### src/rtl/uart_frame_scheduler_if.sv
// TX byte handshake between the frame scheduler and the byte-level UART TX.
//
// Handshake: tx_start is a one-cycle "valid" pulse the scheduler raises only
// while tx_busy (the TX side's "not ready") is low; tx_data is presented with
// tx_start and held stable until the TX side answers with a one-cycle
// tx_done. A new tx_start never comes before the cycle after tx_done.
interface uart_frame_scheduler_if;
   logic       tx_start;
   logic [7:0] tx_data;
   logic       tx_busy;
   logic       tx_done;

   modport master (
      output tx_start,
      output tx_data,
      input  tx_busy,
      input  tx_done
   );

   modport slave (
      input  tx_start,
      input  tx_data,
      output tx_busy,
      output tx_done
   );
endinterface

### src/rtl/uart_frame_scheduler.sv
// Game-state frame scheduler: on each frame tick it snapshots the game
// state and sends a 10-byte frame (header, 8 payload bytes, XOR checksum)
// over the UART TX byte handshake, with a one-deep tick queue, per-byte
// timeout, inter-frame gap and sticky overrun / tx_error flags.
module uart_frame_scheduler #(
   parameter logic [7:0] HEADER         = 8'hA5,
   parameter int         GAP_CYCLES     = 16,
   parameter int         TIMEOUT_CYCLES = 65000
) (
   input  logic                   clk65MHz,
   input  logic                   rst,
   input  logic                   enable,
   input  logic                   frame_tick,
   input  logic [11:0]            pl1_posx,
   input  logic [11:0]            pl1_posy,
   input  logic [11:0]            ball_xpos,
   input  logic [11:0]            ball_ypos,
   input  logic [3:0]             score_pl1,
   input  logic [3:0]             score_pl2,
   input  logic                   endgame,
   input  logic                   last_touch,
   input  logic                   clr_status,
   uart_frame_scheduler_if.master tx,
   output logic                   frame_busy,
   output logic                   frame_done,
   output logic                   overrun,
   output logic                   tx_error,
   output logic [1:0]             state_o
);

   localparam int TW = $clog2(TIMEOUT_CYCLES + 1);
   localparam int GW = (GAP_CYCLES > 0) ? $clog2(GAP_CYCLES + 1) : 1;
   // Last timer value of a byte wait; reaching it without tx_done aborts.
   localparam logic [TW-1:0] TIMER_LAST = TW'(TIMEOUT_CYCLES - 1);
   // Last gap count; the GAP state always lasts at least one cycle.
   localparam logic [GW-1:0] GAP_LAST = GW'((GAP_CYCLES > 0) ? GAP_CYCLES - 1 : 0);

   typedef enum logic [1:0] {
      S_IDLE  = 2'd0,
      S_ISSUE = 2'd1,
      S_WAIT  = 2'd2,
      S_GAP   = 2'd3
   } state_t;

   typedef struct packed {
      logic [11:0] px;
      logic [11:0] py;
      logic [11:0] bx;
      logic [11:0] by;
      logic [3:0]  s1;
      logic [3:0]  s2;
      logic        last_touch;
      logic        endgame;
   } snap_t;

   state_t         state_q, state_d;
   logic [3:0]     idx_q, idx_d;
   logic [TW-1:0]  timer_q, timer_d;
   logic [GW-1:0]  gap_q, gap_d;
   snap_t          snap_q, snap_d;
   logic           pending_q, pending_d;
   logic           overrun_q, overrun_d;
   logic           tx_error_q, tx_error_d;
   logic           frame_done_q, frame_done_d;

   logic           start_frame;
   logic           issue;
   logic           timeout_evt;
   logic           overrun_evt;
   snap_t          live;
   logic [7:0]     pay1, pay2, pay3, pay4, pay5, pay6, pay7, pay8;
   logic [7:0]     checksum;
   logic [7:0]     frame_byte;

   assign live = '{px: pl1_posx, py: pl1_posy, bx: ball_xpos, by: ball_ypos,
                   s1: score_pl1, s2: score_pl2,
                   last_touch: last_touch, endgame: endgame};

   // Payload bytes are packed from the snapshot only, never the live inputs.
   assign pay1     = snap_q.px[11:4];
   assign pay2     = {snap_q.px[3:0], snap_q.py[11:8]};
   assign pay3     = snap_q.py[7:0];
   assign pay4     = snap_q.bx[11:4];
   assign pay5     = {snap_q.bx[3:0], snap_q.by[11:8]};
   assign pay6     = snap_q.by[7:0];
   assign pay7     = {snap_q.s1, snap_q.s2};
   assign pay8     = {6'b0, snap_q.last_touch, snap_q.endgame};
   assign checksum = pay1 ^ pay2 ^ pay3 ^ pay4 ^ pay5 ^ pay6 ^ pay7 ^ pay8;

   // Select the byte addressed by the current byte index.
   always_comb begin
      frame_byte = 8'h00;
      case (idx_q)
         4'd0:    frame_byte = HEADER;
         4'd1:    frame_byte = pay1;
         4'd2:    frame_byte = pay2;
         4'd3:    frame_byte = pay3;
         4'd4:    frame_byte = pay4;
         4'd5:    frame_byte = pay5;
         4'd6:    frame_byte = pay6;
         4'd7:    frame_byte = pay7;
         4'd8:    frame_byte = pay8;
         4'd9:    frame_byte = checksum;
         default: frame_byte = 8'h00;
      endcase
   end

   // Frame sequencer: next state, byte index, byte timer and gap counter.
   always_comb begin
      state_d      = state_q;
      idx_d        = idx_q;
      timer_d      = timer_q;
      gap_d        = gap_q;
      snap_d       = snap_q;
      frame_done_d = 1'b0;
      start_frame  = 1'b0;
      issue        = 1'b0;
      timeout_evt  = 1'b0;
      case (state_q)
         S_IDLE: begin
            if ((frame_tick || pending_q) && enable) begin
               start_frame = 1'b1;
               snap_d      = live;
               idx_d       = 4'd0;
               state_d     = S_ISSUE;
            end
         end
         S_ISSUE: begin
            if (!tx.tx_busy) begin
               issue   = 1'b1;
               timer_d = '0;
               state_d = S_WAIT;
            end
         end
         S_WAIT: begin
            // tx_done is checked first so a reply on the expiry cycle wins.
            if (tx.tx_done) begin
               if (idx_q == 4'd9) begin
                  frame_done_d = 1'b1;
                  gap_d        = '0;
                  state_d      = S_GAP;
               end else begin
                  idx_d   = idx_q + 4'd1;
                  state_d = S_ISSUE;
               end
            end else if (timer_q == TIMER_LAST) begin
               timeout_evt = 1'b1;
               gap_d       = '0;
               state_d     = S_GAP;
            end else begin
               timer_d = timer_q + TW'(1);
            end
         end
         S_GAP: begin
            if (gap_q == GAP_LAST) begin
               state_d = S_IDLE;
            end else begin
               gap_d = gap_q + GW'(1);
            end
         end
         default: state_d = S_IDLE;
      endcase
   end

   // One-deep tick queue and sticky status; a set beats a same-cycle clear.
   always_comb begin
      pending_d   = pending_q;
      overrun_evt = 1'b0;
      if (start_frame) begin
         // The request that starts this frame is consumed; a tick that
         // coincides with a queued request stays queued.
         pending_d = pending_q && frame_tick;
      end else if (frame_tick) begin
         if (pending_q) begin
            overrun_evt = 1'b1;
         end else begin
            pending_d = 1'b1;
         end
      end
      overrun_d  = overrun_evt ? 1'b1 : (clr_status ? 1'b0 : overrun_q);
      tx_error_d = timeout_evt ? 1'b1 : (clr_status ? 1'b0 : tx_error_q);
   end

   // State and datapath registers.
   always_ff @(posedge clk65MHz or negedge rst) begin
      if (!rst) begin
         state_q      <= S_IDLE;
         idx_q        <= 4'd0;
         timer_q      <= '0;
         gap_q        <= '0;
         snap_q       <= '0;
         pending_q    <= 1'b0;
         overrun_q    <= 1'b0;
         tx_error_q   <= 1'b0;
         frame_done_q <= 1'b0;
      end else begin
         state_q      <= state_d;
         idx_q        <= idx_d;
         timer_q      <= timer_d;
         gap_q        <= gap_d;
         snap_q       <= snap_d;
         pending_q    <= pending_d;
         overrun_q    <= overrun_d;
         tx_error_q   <= tx_error_d;
         frame_done_q <= frame_done_d;
      end
   end

   // tx_data is only driven while a byte is being issued or is on the wire.
   assign tx.tx_start = issue;
   assign tx.tx_data  = ((state_q == S_ISSUE) || (state_q == S_WAIT)) ? frame_byte : 8'h00;
   assign frame_busy  = (state_q != S_IDLE);
   assign frame_done  = frame_done_q;
   assign overrun     = overrun_q;
   assign tx_error    = tx_error_q;
   assign state_o     = state_q;

endmodule

### src/flat_wrapper.sv
// flat-port wrapper written by rule: the top's interface ports become plain ports
module uart_frame_scheduler_flat 
#(
   parameter logic [7:0] HEADER         = 8'hA5,
   parameter int         GAP_CYCLES     = 16,
   parameter int         TIMEOUT_CYCLES = 65000
)
  (clk65MHz, rst, enable, frame_tick, pl1_posx, pl1_posy, ball_xpos, ball_ypos, score_pl1, score_pl2, endgame, last_touch, clr_status, frame_busy, frame_done, overrun, tx_error, state_o, tx_tx_start, tx_tx_data, tx_tx_busy, tx_tx_done);
  uart_frame_scheduler_if tx_i ();
  input  logic clk65MHz;
  input  logic rst;
  input  logic enable;
  input  logic frame_tick;
  input  logic [11:0] pl1_posx;
  input  logic [11:0] pl1_posy;
  input  logic [11:0] ball_xpos;
  input  logic [11:0] ball_ypos;
  input  logic [3:0] score_pl1;
  input  logic [3:0] score_pl2;
  input  logic endgame;
  input  logic last_touch;
  input  logic clr_status;
  output logic frame_busy;
  output logic frame_done;
  output logic overrun;
  output logic tx_error;
  output logic [1:0] state_o;
  output wire logic [$bits(tx_i.tx_start)-1:0] tx_tx_start;
  output wire logic [$bits(tx_i.tx_data)-1:0] tx_tx_data;
  input wire logic [$bits(tx_i.tx_busy)-1:0] tx_tx_busy;
  input wire logic [$bits(tx_i.tx_done)-1:0] tx_tx_done;
  assign tx_tx_start = tx_i.tx_start;
  assign tx_tx_data = tx_i.tx_data;
  assign tx_i.tx_busy = tx_tx_busy;
  assign tx_i.tx_done = tx_tx_done;
  uart_frame_scheduler #(.HEADER(HEADER), .GAP_CYCLES(GAP_CYCLES), .TIMEOUT_CYCLES(TIMEOUT_CYCLES)) u_core (.clk65MHz(clk65MHz), .rst(rst), .enable(enable), .frame_tick(frame_tick), .pl1_posx(pl1_posx), .pl1_posy(pl1_posy), .ball_xpos(ball_xpos), .ball_ypos(ball_ypos), .score_pl1(score_pl1), .score_pl2(score_pl2), .endgame(endgame), .last_touch(last_touch), .clr_status(clr_status), .tx(tx_i), .frame_busy(frame_busy), .frame_done(frame_done), .overrun(overrun), .tx_error(tx_error), .state_o(state_o));
endmodule
### config.mk
export PLATFORM = sky130hd
export DESIGN_NAME = uart_frame_scheduler_flat
export DESIGN_NICKNAME = d
export VERILOG_FILES = /design/src/rtl/uart_frame_scheduler_if.sv /design/src/rtl/uart_frame_scheduler.sv /design/src/flat_wrapper.sv
export SDC_FILE = /design/constraint.sdc
export NUM_CORES = 1
export LEC_CHECK = 0
export CELL_PAD_IN_SITES_DETAIL_PLACEMENT = 0
export CELL_PAD_IN_SITES_GLOBAL_PLACEMENT = 1
export CORE_ASPECT_RATIO = 0.7
export CORE_UTILIZATION = 40
export DETAILED_ROUTE_END_ITERATION = 6
export PLACE_DENSITY = 0.86
export SYNTH_ARGS = -nofsm -noshare
export SYNTH_HDL_FRONTEND = slang
export SYNTH_SLANG_ARGS = --single-unit
### constraint.sdc
create_clock -name clk65MHz -period 2.5 [get_ports clk65MHz]
set_input_delay 0.375 -clock clk65MHz [delete_from_list [all_inputs] [get_ports clk65MHz]]
set_output_delay 0.375 -clock clk65MHz [all_outputs]
set_load 0.03 [all_outputs]
Word-level counts from Yosys, hierarchy flattened
Index checks and enable logic that the tools add are counted.
{"block": "totals", "word_cells": 108, "input_bits": 65, "register_bits": 89, "out_inout_bits": 15}
{"block": "op_classes", "eq_ne": 24, "n_reduce_logical": 18, "mux": 40, "add_sub_neg": 3, "bitwise": 7}
{"operator": "$pmux 8 s10", "n": 1}
{"operator": "$mux 16", "n": 3}
{"operator": "$xor 8x8->8", "n": 6}
{"operator": "$pmux 16 s2", "n": 1}
{"operator": "$mux 5", "n": 4}
{"operator": "$mux 1", "n": 18}
{"operator": "$add 16x1->16 const B", "n": 1}
{"operator": "$eq 16x16->1 const B", "n": 1}
{"operator": "$eq 4x3->1 const B", "n": 4}
{"operator": "$reduce_and 4->1", "n": 4}
{"operator": "$reduce_bool 2->1", "n": 7}
{"operator": "$mux 2", "n": 6}
{"operator": "$mux 4", "n": 3}
{"operator": "$ne 2x2->1 const B", "n": 6}
{"operator": "$pmux 5 s2", "n": 1}
{"operator": "$eq 4x2->1 const B", "n": 2}
{"operator": "$eq 4x4->1 const B", "n": 2}
{"operator": "$mux 8", "n": 1}
{"operator": "$pmux 2 s4", "n": 1}
{"operator": "$pmux 4 s2", "n": 1}
{"operator": "$xor 8x2->8", "n": 1}
{"operator": "$ne 3x2->1 const B", "n": 2}
{"operator": "$add 5x1->5 const B", "n": 1}
{"operator": "$eq 5x4->1 const B", "n": 1}
{"operator": "other kinds (10)", "n": 14}

Longest topological paths before layout
Gate-level depths: netlist (run 1).
{"block": "depth", "ltp_word": 9, "ltp_mapped": 9, "ltp_nobuf": 7}

Worst setup path before layout (run 1)
Ideal clock, no wire load.
{"block": "synth_path", "path_type": "register -> output", "start": "reg u_core.idx_q[0]", "end": "out tx_tx_data[3]", "path_stages_with_launch": 9, "arrival_time_ns": 2.156, "setup_slack_ns": -0.031, "n_path_buf": 1, "t_required_ns": 2.125, "cell_sequence": "dfrtp_1 inv_1 ha_1 clkbuf_1 nor2_1 nand2_1 nand3_1 or4b_2 o211ai_1"}
{"block": "synth_between", "elab_chain_cells": 3, "word_cells_on_any_way": 12, "classes_between": "eq/ne (9); mux (2); reduce/logical (1)"}
{"item": "from (decl)", "line": "uart_frame_scheduler.sv:57", "rtl": "logic [3:0] idx_q, idx_d;"}
{"item": "from (signal assigned)", "line": "uart_frame_scheduler.sv:198", "rtl": "idx_q <= idx_d;"}
{"item": "$eq 4x4->1 (tied with other cells)", "line": "uart_frame_scheduler.sv:93", "rtl": "case (idx_q)"}
{"item": "$pmux 8 s10 *", "line": "uart_frame_scheduler.sv:93"}
{"item": "$mux 8 *", "line": "uart_frame_scheduler.sv:211", "rtl": "assign tx.tx_data = ((state_q == S_ISSUE) || (state_q == S_WAIT)) ? frame_byte : 8'h00;"}
{"item": "to (decl)", "line": "flat_wrapper.sv:29", "rtl": "output wire logic [$bits(tx_i.tx_data)-1:0] tx_tx_data;"}
Mark *: on every way between the ends. The rest lies on a longest branch, timed or not.

Worst setup path after layout (run 1)
{"block": "layout_path", "start": "reg u_core.snap_q (netlist bit u_core.pay7[3])", "end": "out tx_tx_data[3]"}
{"block": "layout_between", "elab_chain_cells": 4}
{"item": "from (decl)", "line": "uart_frame_scheduler.sv:60", "rtl": "snap_t snap_q, snap_d;"}
{"item": "from (signal assigned)", "line": "uart_frame_scheduler.sv:201", "rtl": "snap_q <= snap_d;"}
{"item": "$xor 8x8->8", "line": "uart_frame_scheduler.sv:88", "rtl": "assign checksum = pay1 ^ pay2 ^ pay3 ^ pay4 ^ pay5 ^ pay6 ^ pay7 ^ pay8;"}
{"item": "$xor 8x2->8", "line": "uart_frame_scheduler.sv:88"}
{"item": "$pmux 8 s10 *", "line": "uart_frame_scheduler.sv:93"}
{"item": "$mux 8 *", "line": "uart_frame_scheduler.sv:211"}
Marks and branches as above.

==> results.yml, run 1 <==
placement:
  dpl-instance-area_um2: 5956
  numPortBuffers: 79
  gp_congestion: 0.7916
  hpwlAfterDp_mm: 8.244
  place_ws_ns: -0.004548
drt:
  drtIter0Drc: 157
  postRouteAntennaNets: 0
  wl_per_cell_um: 16.86
  wl_mm: 11.83
  vias: 3781
  first_pass_iters: 5
  vias_per_cell: 5.386
  drc: 0
clock_tree:
  htreeDepth: 3
  cts-root-buf: "clkbuf_16"
  clkTransAtPathRegs_ns: 0.06
  tritoncts: "yes"
  cts_buffers: 9
  clk_latency_ns: 0.34
  ctsHoldBuffers: 0
  clock_sinks: 89
  cts_max_path_buffers: 2
die:
  ios: 80
  die_y_um: 94.61
  rows: 33
  die_x_um: 134.3
  start_util: 0.4150
  coreArea_um2: 11810
  dieArea_um2: 12710
grt:
  grt_use_met2: 0.3277
  antenna_found_initial: 0
  grt_pass1_wl_mm: 19.43
  grt_pass1_vias: 3838
  grt_overflow: 0
  grt.total_usage: 0.1978
  grt_max_degree: 45
  gr-usage-met3: 0.04133
  gr-max-usage-layer: "met2"
  grtUsageMet1: 0.2660
layout:
  fin_area_um2: 6516
  nFillCells: 992
  drive_gt1_frac: 0.2514
  nets: 618
  areaGrowthSynthToFinish_pct: 32.96
  antennaDiodeCount: 0
  fin_util: 0.5518
  final_cell_mix: "dfrtp_1, clkdlybuf4s50_1, mux2_2"
  multiInputGateArea_um2: 2616
  regArea_um2: 2231
  layout_commonest_cell: "dfrtp_1"
synth:
  synth-seq-cells: 89
  netlist_area_um2: 4901
  ys_types: 52
  syn_nets: 526
  synth_edf_count: 0
  ys_warn_count: 0
  synthArstFlopShare: 1.000
  avgSynthCellArea_um2: 10.92
  syn_inst: 449
  synth-seq-area-share: 0.4544
  synth-main-ff-cell: "dfrtp_1"
critical_path:
  rrSetupSlack_ns: 0.21
  cp-end-kind: "primary output"
  rr_endpoint: "u_core.gap_q[2]"
  crit_arrival_ns: 2.23
  r2r.worst_path.cells: 8
  worstPathMaxFanout: 3
  cp.required_ns: 2.12
  crit_type: "reg2out"
  start_kind: "register"
  r2r_start: "u_core.idx_q[1]"
timing:
  finalSetupViolCount: 5
  fin_crit_ns: 2.606
  rsz0062_at_grt: "true"
  finalSetupTns_ns: -0.2585
  relSlewSlack: 0.6281
  hold_ws_ns: -0.01532
  finalCritPeriodShare: 1.042
  fin_skew_ns: 0.009240
  setup_slack_ns: -0.1061
  worst_pin_slew_ns: 0.5554
  fmax_mhz: 383.7
  slew_violations: 0
  final-hold-violation-count: 24
flow_run:
  maxCapViolations: 0
status:
  outcome: "finished, violations left"
  violations: "negative hold slack, negative setup slack"
worst_hold_path:
  hold_path_class: "in2async"
power_and_ir_drop:
  p_leak_nw: 2.654
  power.density_nw_per_um2: 1292
  peakVddDrop_mv: 0.6428
[Yosys cell counts, types with 11 or more instances]
cell      instances  share of area
dfrtp_1          89           0.45
mux2_2           58           0.13
xnor2_1          50          0.089
nand2_1          25          0.019
nor2_1           22          0.017
o21ai_0          21          0.021
clkbuf_1         20          0.015
inv_1            19          0.015
a21oi_1          14          0.014
a22oi_1          12          0.018
ha_1             12          0.031
nand3_1          11          0.011
[stage by stage]
step | std cells | hold slack (ns) | power [mW]
6_report | 702 | -0.01532 | 8.421
3_5_place_dp | 678 | 0.3662 | 6.542
5_1_grt | 702 | 0.02631 | 8.957
2_1_floorplan | 449 | 0.07941 | 5.433
4_1_cts | 701 | 0.001372 | 8.380
3_3_place_gp | 678 | 0.3674 | 6.388
[repair_timing]
item,4_1_cts,5_1_grt
setup endpoints to repair,8,9
setup buffers,8,2
resized for setup,31,11
pin swaps,20,11
[metal layers]
layer / vias up / wire [µm] / part of all wire
met4: 0 / 129 / 0.011
met1: 1881 / 5617 / 0.47
met5: - / 0 / 0
met2: 79 / 5608 / 0.47
li1: 1811 / - / -
met3: 10 / 478 / 0.040
[worst max-delay path by stage]
stage                    start       endpoint  depth (start not counted)
6_report        u_core.pay7[3]  tx_tx_data[3]                          6
3_3_place_gp   u_core.idx_q[1]  tx_tx_data[3]                          8
5_1_grt        u_core.idx_q[0]  tx_tx_data[3]                         10
4_1_cts         u_core.pay7[3]  tx_tx_data[3]                          6
3_5_place_dp   u_core.idx_q[1]  tx_tx_data[3]                          8
2_1_floorplan  u_core.idx_q[1]  tx_tx_data[3]                          8
[sequential cells by signal (all words and copies together), names as in the netlist]
name and count:
u_core.pay5 8, u_core.gap_q 5, u_core.timer_q 16, u_core.overrun 1, u_core.pay7 8, u_core.idx_q 4, u_core.pay3 8, u_core.pay2 8
u_core.state_o 2, u_core.pay1 8, u_core.pay6 8, u_core.pending_q 1, u_core.pay4 8, u_core.frame_done 1, u_core.tx_error 1, u_core.pay8 2
[critical path, cell delays in order (launching register included)]
cell	delay, ns
dfrtp_1	0.43
xnor2_2	0.17
xnor3_1	0.41
nand2_1	0.10
or4b_4	0.46
o211ai_1	0.12
buf_4	0.20
[layout make-up]
type                            instances  area share
Inverter                               19     0.01133
Clock buffer                           11     0.03879
Sequential cell                        89      0.3424
Clock inverter                          4     0.01171
Timing Repair Buffer                  106      0.1642
Multi-Input combinational cell        316      0.4015
Tap cell                              157     0.03015
[kinds of logic after synthesis]
kind of cell             count (synthesis)  share of synthesized area
AO/OA/AOI/OAI                           92                     0.1348
XOR/XNOR                                55                     0.1011
adder cells (fa/ha/maj)                 13                    0.03268
buffers and inverters                   44                    0.03549
flip-flops                              89                     0.4544
multiplexers                            59                     0.1353
AND/OR/NAND/NOR                         97                     0.1062
[where the power goes]
| group | internal, mW | switching [mW] |
|---|---|---|
| Clock | 0.926 | 0.547 |
| Sequential | 2.02 | 0.587 |
| Combinational | 2.34 | 2.00 |
No activity file was read; power rests on OpenSTA's default activity.
==> run 2, diff against run 1 <==
--- a/config.mk
+++ b/config.mk
@@ -8,9 +8,10 @@
 export CELL_PAD_IN_SITES_DETAIL_PLACEMENT = 0
 export CELL_PAD_IN_SITES_GLOBAL_PLACEMENT = 1
 export CORE_ASPECT_RATIO = 0.7
-export CORE_UTILIZATION = 40
+export CORE_UTILIZATION = 45
 export DETAILED_ROUTE_END_ITERATION = 6
-export PLACE_DENSITY = 0.86
+export GPL_ROUTABILITY_DRIVEN = 0
+export PLACE_DENSITY = 0.95
 export SYNTH_ARGS = -nofsm -noshare
 export SYNTH_HDL_FRONTEND = slang
 export SYNTH_SLANG_ARGS = --single-unit
==> constraint.sdc (replaced) <==
create_clock -name clk65MHz -period 3.1 [get_ports clk65MHz]
set_input_delay 0.465 -clock clk65MHz [delete_from_list [all_inputs] [get_ports clk65MHz]]
set_output_delay 0.465 -clock clk65MHz [all_outputs]
set_load 0.03 [all_outputs]
==> results.yml, run 2 (same netlist as run 1, synthesis figures left out) <==
status:
  outcome: "complete, no violations"
layout:
  nFillCells: 850
  top_register: "u_core.timer_q"
  final_cell_mix: "dfrtp_1, clkdlybuf4s50_1, mux2_2"
  fin_util: 0.5872
  multiInputGateArea_um2: 2500
  layoutNonFillerInstCount: 661
  antennaDiodeCount: 0
  regArea_um2: 2227
  areaGrowthSynthToFinish_pct: 25.48
  drive_gt1_frac: 0.1871
  largest_register_ffs: 16
  layout_commonest_cell: "dfrtp_1"
  nets: 601
timing:
  hold_ws_ns: 0.3351
  setup_slack_ns: 0.2001
  finalSetupTns_ns: 0
  relSlewSlack: 0.2626
  rsz0062_at_grt: "false"
  finalCritPeriodShare: 0.9354
  slew_violations: 0
  final-hold-violation-count: 0
  finalSetupViolCount: 0
  fmax_mhz: 344.8
  fin_crit_ns: 2.900
  fin_skew_ns: 0.01066
  worst_pin_slew_ns: 1.106
power_and_ir_drop:
  peakVddDrop_mv: 0.5336
  power.density_nw_per_um2: 1037
  p_leak_nw: 2.519
drt:
  wl_per_cell_um: 16.30
  postRouteAntennaNets: 0
  drc: 0
  vias: 3719
  first_pass_iters: 4
  wl_mm: 10.78
  drtIter0Drc: 181
  vias_per_cell: 5.626
grt:
  grt_pass1_vias: 3680
  grt_pass1_wl_mm: 18.04
  antenna_found_initial: 0
  grt_overflow: 0
  grt.total_usage: 0.2063
  grt_max_degree: 90
placement:
  numPortBuffers: 79
  dp_cells: 645
  hpwlAfterDp_mm: 7.584
  place_ws_ns: 0.5675
critical_path:
  cp-end-kind: "primary output"
  crit_arrival_ns: 2.43
  rrSetupSlack_ns: 0.69
  crit_type: "reg2out"
  cp.required_ns: 2.63
  worstPathMaxFanout: 6
  rr_endpoint: "u_core.gap_q[2]"
  start_kind: "register"
  r2r.worst_path.cells: 8
  r2r_start: "u_core.idx_q[1]"
  worstSetupStartpoint: "u_core.idx_q[0]"
flow_run:
  maxCapViolations: 0
clock_tree:
  cts_max_path_buffers: 2
  cts_setup_buffers: 0
  htreeDepth: 3
  tritoncts: "yes"
  cts_buffers: 9
  clk_latency_ns: 0.34
  ctsHoldBuffers: 0
  clkTransAtPathRegs_ns: 0.06
  cts-root-buf: "clkbuf_16"
  clock_sinks: 89
  cts_resized: 0
die:
  ios: 80
  die_y_um: 89.32
  start_util: 0.4680
  rows: 31
  dieArea_um2: 11320
  coreArea_um2: 10470
  die_x_um: 126.7
worst_hold_path:
  hold_path_class: "in2async"
## run 2: changes by cell type in the layout (fill, tap and decap cells not counted), sizes merged
cell           delta
buf              -17
clkbuf            +1
clkdlybuf4s50     +1
clkinvlp          -1
dlymetal6s2s      -1
inv               +1
## run 2: critical path, cell delays in order, from the launching register on
cell and delay, ns:
dfrtp_1 0.43, inv_1 0.12, ha_1 0.28, nor2_1 0.06, nand2_1 0.07, nand3_1 0.13
or4b_2 0.66, o211ai_1 0.14, buf_4 0.20
## run 2: routing by layer
layer  share of wire  track usage  vias to the layer above
met4           0.012      0.07576                        0
li1                -            -                     1779
met2            0.48       0.3501                      106
met5               0            0                        -
met1            0.46       0.2654                     1824
met3           0.046      0.04369                       10
## run 2: final cells by class
class | instances | area share
multi-input cells | 316 | 0.4065
flip-flops and latches | 89 | 0.3622
repair buffers | 89 | 0.1392
clock buffers | 12 | 0.04171
well taps | 132 | 0.02686
clock inverters | 4 | 0.01200
inverters | 19 | 0.01160
## run 2: worst max-delay path by stage
stage | slack (ns) | cells after the start | to
6_report | 0.20 | 8 | tx_tx_data[3]
5_1_grt | 0.01 | 9 | tx_tx_data[2]
4_1_cts | 0.19 | 8 | tx_tx_data[3]
3_5_place_dp | 0.57 | 8 | tx_tx_data[3]
3_3_place_gp | 0.64 | 8 | tx_tx_data[3]
2_1_floorplan | 0.48 | 8 | tx_tx_data[3]
## run 2: power by group
group	internal, mW	switching, mW
sequential	1.62	0.465
clock	0.752	0.436
combinational	1.65	1.45
total	4.02	2.36
## run 2: metrics by stage
step	instance area [µm²]	total power, mW
finish	6150	6.378
global route	6150	6.802
CTS	6150	6.416
detailed placement	5819	5.186
global placement	5819	5.063
floorplan	4901	4.370
